==> src/rtl/xlr_mac_seq.sv <==
// -----------------------------------------------------------------------------
// xlr_mac_seq
//
// Sequencer for the MAC datapath: eight 4-byte dot-product lanes plus their
// vector register file. A go pulse walks matrix A (MEM0) row by row against
// vector B (MEM1), one 32-byte line per beat. The sequencer drives the memory
// reads, per-lane accumulate enables and accumulator clears, and writes each
// row's lane sums back to MEM0.
//
// Optional feature macro: XLR_MAC_SEQ_PERF_CNT_EN
//   defined   : perf_cycles counts busy cycles of the last accepted operation
//               (cleared on go, saturating).
//   undefined : perf_cycles is tied to 0 and no counter is built.
//
// Ports
//   clk           in   system clock
//   sync_rst      in   synchronous active-high reset
//   go            in   start pulse, accepted only in IDLE
//   cfg_rows      in   rows of A
//   cfg_cols      in   bytes per row
//   cfg_addr_a    in   base line of A in MEM0
//   cfg_addr_b    in   base line of B in MEM1
//   cfg_addr_res  in   base line of the results in MEM0
//   mem_addr      out  line address per memory (0 = MEM0, 1 = MEM1)
//   mem_rd        out  read strobes per memory
//   mem_wr        out  write strobes per memory (only MEM0 is written)
//   mem_be        out  byte enables for the write
//   acc_clr       out  clear of the lane accumulators
//   lane_en       out  per-lane accumulate enable
//   busy          out  operation in progress
//   done          out  one-cycle completion pulse
//   err           out  one-cycle config-error pulse, coincident with done
//   perf_cycles   out  busy-cycle count of the last operation
//
// States
//   state | meaning
//   IDLE  | waiting for go; cfg latched when go is accepted
//   CLR   | clear lane accumulators before a row
//   RD    | one line read per beat from both memories, k beats per row
//   DRAIN | lane enables for the last beat (read latency of one cycle)
//   WB    | write the row's lane sums to MEM0
//   FIN   | done pulse (with err on a bad config), then back to IDLE
// -----------------------------------------------------------------------------
module xlr_mac_seq #(
  parameter int LOG2_LINES_PER_MEM = 4,
  parameter int NUM_LANES          = 8
) (
  input  logic                                 clk,
  input  logic                                 sync_rst,
  input  logic                                 go,
  input  logic [15:0]                          cfg_rows,
  input  logic [15:0]                          cfg_cols,
  input  logic [LOG2_LINES_PER_MEM-1:0]        cfg_addr_a,
  input  logic [LOG2_LINES_PER_MEM-1:0]        cfg_addr_b,
  input  logic [LOG2_LINES_PER_MEM-1:0]        cfg_addr_res,
  output logic [1:0][LOG2_LINES_PER_MEM-1:0]   mem_addr,
  output logic [1:0]                           mem_rd,
  output logic [1:0]                           mem_wr,
  output logic [31:0]                          mem_be,
  output logic                                 acc_clr,
  output logic [NUM_LANES-1:0]                 lane_en,
  output logic                                 busy,
  output logic                                 done,
  output logic                                 err,
  output logic [31:0]                          perf_cycles
);

  localparam int AW = LOG2_LINES_PER_MEM;

  typedef enum logic [2:0] {
    IDLE,
    CLR,
    RD,
    DRAIN,
    WB,
    FIN
  } state_t;

  state_t          state;

  logic [15:0]     rows_left;
  logic [15:0]     cols_lat;
  logic [11:0]     k_beats;
  logic [11:0]     beats_left;
  logic [15:0]     rem;
  logic [AW-1:0]   ptr_a;
  logic [AW-1:0]   ptr_b;
  logic [AW-1:0]   base_b;
  logic [AW-1:0]   ptr_res;

  logic [11:0]     k_calc;
  logic            cfg_bad;
  logic [15:0]     rem_min;
  logic [NUM_LANES-1:0] beat_mask;

  // Beats per row, ceil(cols/32); 2048 is the largest value and fits 12 bits.
  assign k_calc  = 12'((32'(cfg_cols) + 32'd31) >> 5);
  assign cfg_bad = (cfg_rows == 16'd0) || (cfg_cols == 16'd0);

  // rem holds the bytes of the row not yet consumed at the current beat;
  // a lane is enabled when its first byte falls inside the valid part.
  always_comb begin
    rem_min   = (rem > 16'd32) ? 16'd32 : rem;
    beat_mask = '0;
    for (int i = 0; i < NUM_LANES; i++) begin
      beat_mask[i] = (32'(rem_min) > 32'(4 * i));
    end
  end

  // A's line address addr_a + row*k + b is contiguous across rows, so a
  // single running pointer replaces the row*k product; wrap is implicit in
  // the pointer width.
  always_ff @(posedge clk) begin
    if (sync_rst) begin
      state      <= IDLE;
      rows_left  <= '0;
      cols_lat   <= '0;
      k_beats    <= '0;
      beats_left <= '0;
      rem        <= '0;
      ptr_a      <= '0;
      ptr_b      <= '0;
      base_b     <= '0;
      ptr_res    <= '0;
      mem_addr   <= '0;
      mem_rd     <= '0;
      mem_wr     <= '0;
      mem_be     <= '0;
      acc_clr    <= 1'b0;
      lane_en    <= '0;
      busy       <= 1'b0;
      done       <= 1'b0;
      err        <= 1'b0;
    end else begin
      acc_clr  <= 1'b0;
      lane_en  <= '0;
      mem_rd   <= '0;
      mem_wr   <= '0;
      mem_be   <= '0;
      mem_addr <= '0;
      done     <= 1'b0;
      err      <= 1'b0;

      unique case (state)
        IDLE: begin
          if (go) begin
            busy      <= 1'b1;
            rows_left <= cfg_rows;
            cols_lat  <= cfg_cols;
            k_beats   <= k_calc;
            ptr_a     <= cfg_addr_a;
            base_b    <= cfg_addr_b;
            ptr_res   <= cfg_addr_res;
            if (cfg_bad) begin
              state <= FIN;
              done  <= 1'b1;
              err   <= 1'b1;
            end else begin
              state   <= CLR;
              acc_clr <= 1'b1;
            end
          end
        end

        CLR: begin
          state       <= RD;
          beats_left  <= k_beats - 12'd1;
          rem         <= cols_lat;
          mem_rd      <= 2'b11;
          mem_addr[0] <= ptr_a;
          mem_addr[1] <= base_b;
          ptr_a       <= ptr_a + AW'(1);
          ptr_b       <= base_b + AW'(1);
        end

        RD: begin
          // Enables lag the read by one cycle to match memory latency.
          lane_en <= beat_mask;
          rem     <= rem - 16'd32;
          if (beats_left == 12'd0) begin
            state <= DRAIN;
          end else begin
            beats_left  <= beats_left - 12'd1;
            mem_rd      <= 2'b11;
            mem_addr[0] <= ptr_a;
            mem_addr[1] <= ptr_b;
            ptr_a       <= ptr_a + AW'(1);
            ptr_b       <= ptr_b + AW'(1);
          end
        end

        DRAIN: begin
          state       <= WB;
          mem_wr      <= 2'b01;
          mem_addr[0] <= ptr_res;
          mem_be      <= 32'hFFFF_FFFF;
          ptr_res     <= ptr_res + AW'(1);
          rows_left   <= rows_left - 16'd1;
        end

        WB: begin
          if (rows_left == 16'd0) begin
            state <= FIN;
            done  <= 1'b1;
          end else begin
            state   <= CLR;
            acc_clr <= 1'b1;
          end
        end

        FIN: begin
          state <= IDLE;
          busy  <= 1'b0;
        end

        default: begin
          state <= IDLE;
          busy  <= 1'b0;
        end
      endcase
    end
  end

`ifdef XLR_MAC_SEQ_PERF_CNT_EN
  logic [31:0] perf_cnt;

  always_ff @(posedge clk) begin
    if (sync_rst) begin
      perf_cnt <= '0;
    end else if (state == IDLE && go) begin
      perf_cnt <= '0;
    end else if (busy && perf_cnt != 32'hFFFF_FFFF) begin
      perf_cnt <= perf_cnt + 32'd1;
    end
  end

  assign perf_cycles = perf_cnt;
`else
  assign perf_cycles = '0;
`endif

endmodule

==> config.mk <==
export PLATFORM = sky130hd
export DESIGN_NAME = xlr_mac_seq
export DESIGN_NICKNAME = d
export VERILOG_FILES = /design/src/rtl/xlr_mac_seq.sv
export SDC_FILE = /design/constraint.sdc
export NUM_CORES = 1
export LEC_CHECK = 0
export BUFFER_PORTS_ARGS = -buffer_cell sky130_fd_sc_hd__buf_2
export CORE_ASPECT_RATIO = 2
export CORE_MARGIN = 4
export CORE_UTILIZATION = 50
export DETAILED_ROUTE_END_ITERATION = 10
export PLACE_DENSITY = 0.78
export SYNTH_ARGS = -nofsm -noshare
export SYNTH_HDL_FRONTEND = slang
export SYNTH_SLANG_ARGS = --single-unit
==> constraint.sdc <==
create_clock -name clk -period 3.79 [get_ports clk]
set_input_delay 1.137 -clock clk [delete_from_list [all_inputs] [get_ports clk]]
set_output_delay 1.137 -clock clk [all_outputs]
set_load 0.005 [all_outputs]
# --- After elaboration in Yosys (flattened, before gate mapping) ---
# Index checks and enable logic that the tools add are counted.
# W data, S select, Z words.
totals:
  reg_bits: 147
  latch_bits: 0
  mem_bits_rw: 0
  mem_bits_ro: 0
  inputBits: 47
  out_inout_bits: 88
  memories: 0
classes:
  addsub: 9
  multipliers: 0
  div: 0
  n_lt_le_gt_ge: 9
  n_eq_ne: 7
  n_shift: 0
  mux: 35
  n_bitwise: 3
  reduce_logical: 18
ops:
  columns: ["operator", "n"]
  rows:
  - ["$gt A16 B5 Y1 const B", 4]
  - ["$pmux W16 S2", 2]
  - ["$logic_not A16 Y1", 3]
  - ["$gt A16 B4 Y1 const B", 2]
  - ["$mux W16", 2]
  - ["$mux W32", 1]
  - ["$pmux W12 S2", 1]
  - ["$pmux W4 S2", 3]
  - ["$pmux W4 S3", 2]
  - ["$sub A12 B1 Y12 const B", 2]
  - ["$add A16 B5 Y17 const B", 1]
  - ["$add A4 B1 Y4 const B", 4]
  - ["$gt A16 B1 Y1 const B", 1]
  - ["$gt A16 B3 Y1 const B", 1]
  - ["$gt A16 B6 Y1 const B", 1]
  - ["$mux W4", 4]
  - ["$sub A16 B1 Y16 const B", 1]
  - ["$sub A16 B6 Y16 const B", 1]
  - ["$pmux W3 S5", 1]
  - ["$logic_not A12 Y1", 1]
  - ["$mux W12", 1]
  - ["$mux W3", 4]
  - ["$reduce_and A2 Y1", 5]
  - ["$mux W1", 8]
  - ["16 further kinds", 25]

# --- Logic depth before layout (Yosys ltp) ---
# Gate-level depths: netlist (run 1).
depth:
  ltp_word: 5
  depth_mapped: 12
  ltp_nobuf: 8

# --- Worst setup path before layout (run 1) ---
# OpenSTA, ideal clock, no wires.
synth_timing:
  kind: "input-to-reg"
  startpoint: "input port cfg_cols[1]"
  endpoint: "register state[2]"
  arrival_ns: 2.678
  required_ns: 3.716
  slack_ns: 1.038
  cell_stages: 5
  cell_sequence: "or4_1 -> or2_2 -> o21a_1 -> or3_1 -> a31oi_1"
synth_between:
  elab_chain_len: 5
synth_lines:
  columns: ["item", "line_no", "rtl"]
  rows:
  - ["start, declared", "52", "input logic [15:0] cfg_cols,"]
  - ["$logic_not A16 Y1", "98", "assign cfg_bad = (cfg_rows == 16'd0) || (cfg_cols == 16'd0);"]
  - ["$logic_or A1 B1 Y1", "98", null]
  - ["$mux W3", "154", "if (cfg_bad) begin"]
  - ["$mux W3", "146", "if (go) begin"]
  - ["$pmux W3 S5", "144", "unique case (state)"]
  - ["end signal, assigned", "155", "state <= FIN;"]
  - ["end signal, assigned", "159", "state <= CLR;"]
  - ["end signal, assigned", "166", "state <= RD;"]
  - ["end, declared", "79", "state_t state;"]
# Every way passes these cells. The select of a mux whose other input is x is not followed.
# A chain may end at the register's enable or synchronous reset.

# --- Final worst setup path (run 1) ---
layout_timing:
  startpoint: "register state[1]"
  endpoint: "register beats_left[6]"
layout_between:
  elab_chain_len: 3
layout_lines:
  columns: ["item", "line_no", "rtl"]
  rows:
  - ["start signal, assigned", "115", "state <= IDLE;"]
  - ["start signal, assigned", "155", null]
  - ["start signal, assigned", "159", null]
  - ["$eq A3 B2 Y1 / $eq A3 B1 Y1 (equally long branches)", "144", null]
  - ["$ne A2 B2 Y1 (no source line) / $reduce_bool A2 Y1 (equally long branches)", null, null]
  - ["$reduce_and A2 Y1 (no source line)", null, null]
  - ["end signal, assigned", "167", "beats_left <= k_beats - 12'd1;"]
  - ["end signal, assigned", "183", "beats_left <= beats_left - 12'd1;"]
  - ["end, declared", "84", "logic [11:0] beats_left;"]
# Several ways; a longest one is shown, not always the timed one.

==> impl_metrics.toml, run 1 <==
[synthesis]
ys_async_sr_fraction = 0
synth-seq-area-share = 0.3738
avgSynthCellArea_um2 = 7.819
synth_common_cells = "dfxtp_1, nand2_1, a21oi_1, buf_4, nor2_1"
yosysMostFrequentCell = "dfxtp_1"
syn_inst = 774
yosysUniqueCellTypes = 70
synth_flop_cell = "dfxtp_1"
synthTopCellsByArea = "dfxtp_1, buf_4, a21oi_1"
syn_area_um2 = 6052
yosys.area.top_type = "dfxtp_1"
synth_edf_count = 0
ys_warn_count = 0
synth_top_area_share = 0.3738
ys_seq_elements = 113

[drt]
drt_iter0_drc = 425
vias_per_cell = 5.918
totalWireLength_um = 15860
wl_per_cell_um = 16.13
route.detailed.drc = 0
num_vias = 5817
drt_pass1_iterations = 5
ant_nets = 0

[clocking]
clock_path_buffers = 2
cts_buffers = 17
cts-hold-fix-buffers = 0
tritoncts = "yes"
ctsResizeCount = 0
cts_root_buf = "clkbuf_16"
numClockSinks = 113
clk_pin_slew_ns = 0.06
htreeDepth = 4
post_cts.repair.setup_buffers = 0
clock_latency_ns = 0.42

[cells_and_area]
areaGrowthSynthToFinish_pct = 13.23
final_layout_size_suffix_gt1_frac = 0.1921
fillers = 1122
fin_cells = 983
n_antenna_cell = 0
fin_nets = 878

[setup_path]
crit_start = "state[1]$_SDFFE_PP0P_"
path_cells = "or3b_2, mux2i_1, ha_1, nor4b_1, xnor2_1, a211o_1, a21oi_1"
worstSetupPathType = "reg2reg"
r2r_start = "state[1]$_SDFFE_PP0P_"
max_stage_delay_ns = 0.71
rr_worst_depth = 7
crit_end = "beats_left[6]$_SDFFE_PP0P_"
path_max_fanout = 19
cp.arrival_ns = 3.35
critPathCaptureType = "register"
crit_required_ns = 4.14
start_kind = "register"
r2r_end = "beats_left[6]$_SDFFE_PP0P_"
reg2reg_slack_ns = 0.78
slowest_stage = "or3b_2"

[die]
core-area_um2 = 11770
die_w_um = 85.80
rows = 56
die_area_um2 = 14040
start_util = 0.5141
chipHeight_um = 163.6
ioPinCount = 135

[job]
maxCapViolations = 0

[pwr]
ir_worst_vdd_v = 0.0004624
p_comb_frac = 0.315
power.density_nw_per_um2 = 688.6
power_switching_mw = 1.782
p_int_mw = 2.936
swShare = 0.3777
p_leak_nw = 2.811
clkPwrFrac = 0.340
power_frac_seq = 0.344

[sta]
setup_viol = 0
maxSlewViolCount = 0
min_period_ns = 3.008
slew_headroom = 0.3099
totalNegativeSetupSlack_ns = 0
skew_ns = 0.008851
rsz0062_at_grt = "no"
period_share = 0.7936
fmax_mhz = 332.5
hold_viol_final = 0
worst_slew_pin_slew_ns = 1.031

[global_route]
grt-ovfl-total = 0
grt_pass1_wl_um = 25620
grtUsageTotal = 0.2289
antenna_found_initial = 0
grt_pass1_vias = 5356
grt_max_degree = 45

[worst_hold_path]
hp-class = "reg2reg"
min_from = "cols_lat[4]$_SDFFE_PP0P_"

[placement]
place.gp.congestion = 0.8537
hpwl_um = 11500
io_buffers = 101
dp.cells = 951

[status]
status = "completed"
routing by layer:
metal  vias to the layer above  share of wire  global-route usage
met5                         -              0                   0
met2                       230           0.53              0.4161
met4                         0          0.037              0.1282
li1                       2818              -                   -
met3                        41          0.067             0.04897
met1                      2728           0.36              0.2378
cells in the final DEF, fill, tap and decap left out, types with 12 or more instances in the layout:
| master | Yosys | final |
|---|---|---|
| dfxtp_1 | 113 | 113 |
| nor4_1 | 17 | 17 |
| a21oi_1 | 88 | 88 |
| or3_1 | 12 | 12 |
| buf_4 | 66 | 12 |
| clkbuf_16 | 0 | 17 |
| nor2_1 | 64 | 64 |
| nand2_1 | 106 | 106 |
| nor3_1 | 20 | 20 |
| buf_2 | 4 | 101 |
| a31oi_1 | 16 | 16 |
| o21ai_0 | 33 | 33 |
| nand3_1 | 28 | 28 |
| conb_1 | 1 | 33 |
| o211ai_1 | 12 | 12 |
kinds of logic after synthesis:
kind of cell               count (synthesis)  share of synthesized area
and+or+nand+nor                          305                     0.2473
buffers and inverters                    123                     0.1230
adders and majority gates                  6                    0.01240
AOI/OAI and AO/OA                        210                     0.2189
other                                      1                  0.0006196
DFF                                      113                     0.3738
muxes                                      4                   0.006616
xor gates and xnor gates                  12                    0.01737
worst max-delay path: cells and delay by family (launching register included):
| kind | cells | cell delay (ns) |
|---|---|---|
| xor gates and xnor gates | 1 | 0.10 |
| AOI/OAI and AO/OA | 2 | 0.43 |
| and+or+nand+nor | 2 | 1.05 |
| adders and majority gates | 1 | 0.48 |
| muxes | 1 | 0.28 |
| DFF | 1 | 0.58 |
power groups by stage:
stage          clock network [mW]  logic, mW  registers (mW)
4_1_cts                      1.62       1.48            1.62
3_3_place_gp                    0       1.44            1.63
2_1_floorplan                   0       1.16            1.57
3_5_place_dp                    0       1.47            1.64
6_report                     1.61       1.49            1.62
5_1_grt                      1.67       1.67            1.65
layout make-up:
| type | instances | area (µm²) | area share |
|---|---|---|---|
| Inverter | 10 | 37.54 | 0.005477 |
| Clock inverter | 15 | 172.7 | 0.02520 |
| Sequential cell | 113 | 2262 | 0.3301 |
| Timing Repair Buffer | 113 | 595.6 | 0.08691 |
| Clock buffer | 17 | 425.4 | 0.06208 |
| Tap cell | 145 | 181.4 | 0.02647 |
| Multi-Input combinational cell | 570 | 3178 | 0.4638 |
flip-flops by register name, summed over array words and instances, names as in the netlist:
signal / flops
ptr_res: 4
err: 1
mem_be: 1
lane_en: 8
k_beats: 12
busy: 1
rem: 16
rows_left: 16
ptr_a: 4
beats_left: 12
ptr_b: 4
mem_rd: 1
cols_lat: 16
done: 1
acc_clr: 1
mem_addr: 8
base_b: 4
state: 3
metrics by stage:
| stage | power (mW) | hold slack [ns] | setup WS (ns) | utilization | area (µm²) |
|---|---|---|---|---|---|
| after global routing | 4.994 | 0.4709 | 0.5030 | 0.5822 | 6853 |
| after detailed placement | 3.110 | 0.4442 | 0.7285 | 0.5314 | 6255 |
| after global placement | 3.076 | 0.4373 | 0.7584 | 0.5314 | 6255 |
| after CTS | 4.719 | 0.4529 | 0.7930 | 0.5822 | 6853 |
| after floorplan | 2.730 | 0.4321 | 1.038 | - | 6172 |
| final | 4.719 | 0.4525 | 0.7822 | 0.5822 | 6853 |
worst min-delay path by stage:
stage / to / cells past startpoint / slack (ns)
2_1_floorplan: rem[0]$_SDFFE_PP0P_ / 2 / 0.43
3_3_place_gp: rem[2]$_SDFFE_PP0P_ / 2 / 0.44
3_5_place_dp: rem[1]$_SDFFE_PP0P_ / 2 / 0.44
4_1_cts: rem[1]$_SDFFE_PP0P_ / 2 / 0.45
5_1_grt: cols_lat[13]$_SDFFE_PP0P_ / 2 / 0.47
6_report: rem[4]$_SDFFE_PP0P_ / 2 / 0.45
(Power assumes the default switching activity.)
==> run 2: changes to the inputs <==
ABC_AREA = 1   (was not set)
PLACE_DENSITY = 0.8   (was 0.78)
clock period = 2.4 ns   (was 3.79 ns; I/O delays follow)
==> run 2 against run 1 <==
Net effect:
- sequential power increased by 50%
- critical path depth rose by 6
- worst setup slack got worse by 0.58 ns
- synthesized area increased by 4.2%
- sequential share of layout area down 1.4 points
- synthesized cell count grew 20%
- first-iteration DRC count up 3.8%
- largest power group is now clock
- register-to-register slack got worse by 0.58 ns
- global-route usage is 0.27 points lower
- utilization rose by 0.17 points
- cell count up 17%
==> impl_metrics.toml, run 2 <==
[status]
status = "completed"

[sta]
period_share = 0.9139
totalNegativeSetupSlack_ns = 0
maxSlewViolCount = 0
holdWs_ns = 0.4562
fmax_mhz = 455.9
skew_ns = 0.006566
hold_viol_final = 0
min_period_ns = 2.193
finalWorstSetupSlack_ns = 0.2067
rsz0062_at_grt = "no"
setup_viol = 0
worst_slew_pin_slew_ns = 0.5005
slew_headroom = 0.6658

[placement]
place.gp.congestion = 0.9632
hpwl_um = 12270
io_buffers = 101
dpl_cell_area_um2 = 6545
dp_slack_ns = 0.2629

[cells_and_area]
seq_area_um2 = 2262
fillers = 1174
final_layout_size_suffix_gt1_frac = 0.1735
layout_commonest_cell = "nand2_1"
fin_nets = 1043
reg.largest.list = "cols_lat (16), rem (16), rows_left (16)"
final_cell_mix = "nand2_1, dfxtp_1, inv_1"
multi_input_area_um2 = 3037
n_antenna_cell = 0
utilization = 0.5838
design_area_um2 = 7162
areaGrowthSynthToFinish_pct = 13.59

[clocking]
cts_root_buf = "clkbuf_16"
clock_path_buffers = 2
tritoncts = "yes"
cts-hold-fix-buffers = 0
clock_latency_ns = 0.41
ctsResizeCount = 0
htreeDepth = 4
post_cts.repair.setup_buffers = 0
numClockSinks = 113
cts_buffers = 17
clk_pin_slew_ns = 0.06

[die]
rows = 57
core-area_um2 = 12270
ioPinCount = 135
die_area_um2 = 14580
die_w_um = 87.40
start_util = 0.5140
chipHeight_um = 166.8

[global_route]
grt_max_degree = 61
antenna_found_initial = 0
grt_pass1_wl_um = 26210
grt_pass1_vias = 5682
grtUsageTotal = 0.2262
grt-ovfl-total = 0

[setup_path]
path_cells = "inv_2, nand3_2, nand2_1, inv_1, nor2_4, ha_1, nand2_1, nor2_4, nand2_1, nand3_1, nand3_1, nand2_1, inv_1"
cp.arrival_ns = 2.50
reg2reg_slack_ns = 0.21
max_stage_delay_ns = 0.35
cp_common_cell = "nand2_1"
slowest_stage = "nand3_2"
critPathCaptureType = "register"
start_kind = "register"
worst-path-buf-inv = 3
crit_required_ns = 2.71
path_max_fanout = 18
cp_top_family = "simple AND/OR/NAND/NOR gates"
worstSetupPathType = "reg2reg"

[synthesis]
syn_inst = 925
synth_flop_cell = "dfxtp_1"
yosys.area.top_type = "dfxtp_1"
syn_area_um2 = 6305
synth_common_cells = "nand2_1, dfxtp_1, inv_1, nor2_1, a21oi_1"
synthTopCellsByArea = "dfxtp_1, nand2_1, buf_4"
ys_warn_count = 0
synth_edf_count = 0
ys_seq_elements = 113
yosysUniqueCellTypes = 41
synth_top_area_share = 0.3588
ys_async_sr_fraction = 0
avgSynthCellArea_um2 = 6.816
synth-seq-area-share = 0.3588
yosysMostFrequentCell = "nand2_1"

[drt]
wl_per_cell_um = 14.59
vias_per_cell = 5.346
route.detailed.drc = 0
num_vias = 6148
ant_nets = 0
drt_iter0_drc = 441
drt_pass1_iterations = 5
totalWireLength_um = 16780

[pwr]
ir_worst_vdd_v = 0.0007846
p_leak_nw = 3.507
power.density_nw_per_um2 = 1050

[job]
maxCapViolations = 0

[worst_hold_path]
hp-class = "reg2reg"
-- run 2: cells by family after synthesis --
family	share of synthesized area
AND/OR/NAND/NOR	0.2691
buffers and inverters	0.1786
AO/OA/AOI/OAI	0.1588
flip-flops	0.3588
XOR/XNOR	0.02223
adder cells (fa/ha/maj)	0.01191
other	0.0005948
-- run 2: per-stage QoR --
stage / power (mW) / cells
after floorplan: 4.327 / 957
after global placement: 4.828 / 1118
after detailed placement: 4.868 / 1118
after CTS: 7.500 / 1150
after global routing: 7.955 / 1150
final: 7.517 / 1150
-- run 2: path summary, 6_finish.rpt --
path	from	end	cells past startpoint
setup / recovery	state[0]$_SDFFE_PP0P_	beats_left[8]$_SDFFE_PP0P_	13
hold / removal	cols_lat[11]$_SDFFE_PP0P_	cols_lat[11]$_SDFFE_PP0P_	2
setup reg to reg	state[0]$_SDFFE_PP0P_	beats_left[8]$_SDFFE_PP0P_	13
hold reg to reg	cols_lat[11]$_SDFFE_PP0P_	cols_lat[11]$_SDFFE_PP0P_	2
-- run 2: layer usage --
metal / vias to the layer above / global-route usage / part of all wire
li1: 3052 / - / -
met1: 2786 / 0.2256 / 0.35
met2: 260 / 0.4241 / 0.54
met3: 50 / 0.03609 / 0.067
met4: 0 / 0.1236 / 0.040
met5: - / 0 / 0
-- run 2: tightest hold or removal path, delay by kind of cell (launching register included) --
| kind | cells | cell delay (ns) |
|---|---|---|
| DFF | 1 | 0.29 |
| buffers and inverters | 1 | 0.06 |
| AOI/OAI and AO/OA | 1 | 0.05 |
-- run 2: layout make-up --
class | count | share of cell area
Clock inverter | 14 | 0.02481
Sequential cell | 113 | 0.3159
Inverter | 117 | 0.06132
Clock buffer | 18 | 0.06132
Timing Repair Buffer | 115 | 0.08700
Multi-Input combinational cell | 626 | 0.4240
Tap cell | 147 | 0.02568
-- run 2: power breakdown --
part,switching (mW),internal (mW)
sequential,0.214,2.21
combinational,1.66,0.810
clock,0.954,1.67
==> run 3: changes to the inputs <==
CORE_MARGIN = 1   (was 4)
==> run 3 against run 2 <==
Net effect:
- hold slack improved by 0.0032 ns
- combinational power barely moved
- critical path depth fell by 2
- sequential power barely moved
- clock skew rose by 0.0071 ns
- clock power fell by 3%
- worst setup slack improved by 0.058 ns
- wire length fell by 3.4%
- clock-buffer cell count did not move
- total power fell by 1.4%
- critical path type unchanged
- largest cell class unchanged
- largest power group unchanged
- highest routed layer unchanged
==> impl_metrics.toml, run 3 (synthesized netlist as in run 2, its figures left out) <==
[status]
status = "completed"

[setup_path]
r2r_end = "beats_left[6]$_SDFFE_PP0P_"
path_max_fanout = 19
start_kind = "register"
cp.arrival_ns = 2.44
worst-path-buf-inv = 2
max_stage_delay_ns = 0.44
cp_top_family = "simple AND/OR/NAND/NOR gates"
r2r_start = "state[2]$_SDFFE_PP0P_"
slowest_stage = "dfxtp_1"
rr_worst_depth = 11
critPathCaptureType = "register"
cp_common_cell = "nand2_1"
reg2reg_slack_ns = 0.26
path_cells = "inv_2, nand3_2, buf_4, nand2_1, nand2_1, ha_1, nand2_1, nor2_4, nand4_1, a21oi_1, nor2_1"
crit_required_ns = 2.71
worstSetupPathType = "reg2reg"

[placement]
io_buffers = 101
place.gp.congestion = 0.9190
hpwl_um = 11650

[sta]
min_period_ns = 2.135
period_share = 0.8896
rsz0062_at_grt = "no"
fmax_mhz = 468.4
hold_viol_final = 0
totalNegativeSetupSlack_ns = 0
skew_ns = 0.01366
maxSlewViolCount = 0
setup_viol = 0

[global_route]
grtUsageTotal = 0.2673
grt_pass1_wl_um = 26630
antenna_found_initial = 0
grt_max_degree = 49
grt_pass1_vias = 5863
grt-ovfl-total = 0

[clocking]
tritoncts = "yes"
cts_root_buf = "clkbuf_16"
cts-hold-fix-buffers = 0
clock_path_buffers = 2
clk_pin_slew_ns = 0.05
htreeDepth = 4
numClockSinks = 113
ctsResizeCount = 0
post_cts.repair.setup_buffers = 0
cts_buffers = 17
clock_latency_ns = 0.43

[pwr]
power_frac_seq = 0.327
p_leak_nw = 3.508
p_comb_frac = 0.332
power_switching_mw = 2.822
swShare = 0.3806
clkPwrFrac = 0.342
power.density_nw_per_um2 = 1035
ir_worst_vdd_v = 0.0006264
p_int_mw = 4.593

[cells_and_area]
fin_nets = 1045
areaGrowthSynthToFinish_pct = 13.67
n_antenna_cell = 0
fillers = 1136
layout_commonest_cell = "nand2_1"
final_layout_size_suffix_gt1_frac = 0.1751
final_cell_mix = "nand2_1, dfxtp_1, inv_1"
reg.largest.list = "cols_lat (16), rem (16), rows_left (16)"
utilization = 0.5877

[die]
ioPinCount = 135
core-area_um2 = 12200
chipHeight_um = 160.8
rows = 57
die_w_um = 81.40
die_area_um2 = 13090
start_util = 0.5170

[worst_hold_path]
holdPathStages = 2
hp-class = "reg2reg"
min_to = "cols_lat[12]$_SDFFE_PP0P_"
min_from = "cols_lat[12]$_SDFFE_PP0P_"

[drt]
num_vias = 6095
drt_pass1_iterations = 7
vias_per_cell = 5.291
drt_iter0_drc = 411
wl_per_cell_um = 14.07
route.detailed.drc = 0
ant_nets = 0
totalWireLength_um = 16210

[job]
maxCapViolations = 0
## run 3: changes by cell type in the layout (fill, tap and decap cells not counted), sizes merged
cell      before  now
buf          115  117
bufinv         3    2
clkinv         4    3
clkinvlp       4    5
inv          120  121
## run 3: layout make-up
class	instances	area (µm²)	area share
repair buffers	117	650.6	0.09078
multi-input cells	626	3037	0.4237
well taps	147	183.9	0.02566
clock buffers	18	439.2	0.06128
clock inverters	14	155.1	0.02165
flip-flops and latches	113	2262	0.3156
inverters	117	439.2	0.06128
## run 3: worst max-delay path by stage
stage                                from                    endpoint  cells after the start
floorplan           mem_be[30]$_SDFF_PP0_                  mem_be[10]                      1
global placement    state[2]$_SDFFE_PP0P_  beats_left[6]$_SDFFE_PP0P_                     11
detailed placement  state[2]$_SDFFE_PP0P_  beats_left[6]$_SDFFE_PP0P_                     11
CTS                 state[2]$_SDFFE_PP0P_  beats_left[6]$_SDFFE_PP0P_                     11
global route        state[2]$_SDFFE_PP0P_  beats_left[6]$_SDFFE_PP0P_                     11
finish              state[2]$_SDFFE_PP0P_  beats_left[6]$_SDFFE_PP0P_                     11
## run 3: power by group through the flow
stage	clock network (mW)	registers [mW]	logic, mW
floorplan	0	2.41	1.92
global placement	0	2.45	2.38
detailed placement	0	2.45	2.41
CTS	2.56	2.42	2.43
global route	2.65	2.46	2.79
finish	2.53	2.42	2.46
## run 3: metrics by stage
step	std cells	total power, mW	cell area [µm²]	setup WS, ns	hold slack, ns
floorplan	957	4.327	6425	0.6341	0.4216
global placement	1120	4.822	6573	0.3558	0.4454
detailed placement	1120	4.859	6573	0.3054	0.4482
CTS	1152	7.407	7167	0.2947	0.4582
global route	1152	7.900	7167	0.07916	0.4825
finish	1152	7.414	7167	0.2648	0.4594
## run 3: routing by layer
metal | track usage | vias up | routed length [µm]
li1 | - | 3049 | -
met1 | 0.2632 | 2724 | 5836
met2 | 0.4777 | 260 | 8726
met3 | 0.05170 | 62 | 845
met4 | 0.1859 | 0 | 799
met5 | 0 | - | 0
## run 3: tightest hold or removal path, cell delays in order, from the launching register on
cell and delay (ns):
dfxtp_1 0.29, inv_1 0.06, a21oi_1 0.06
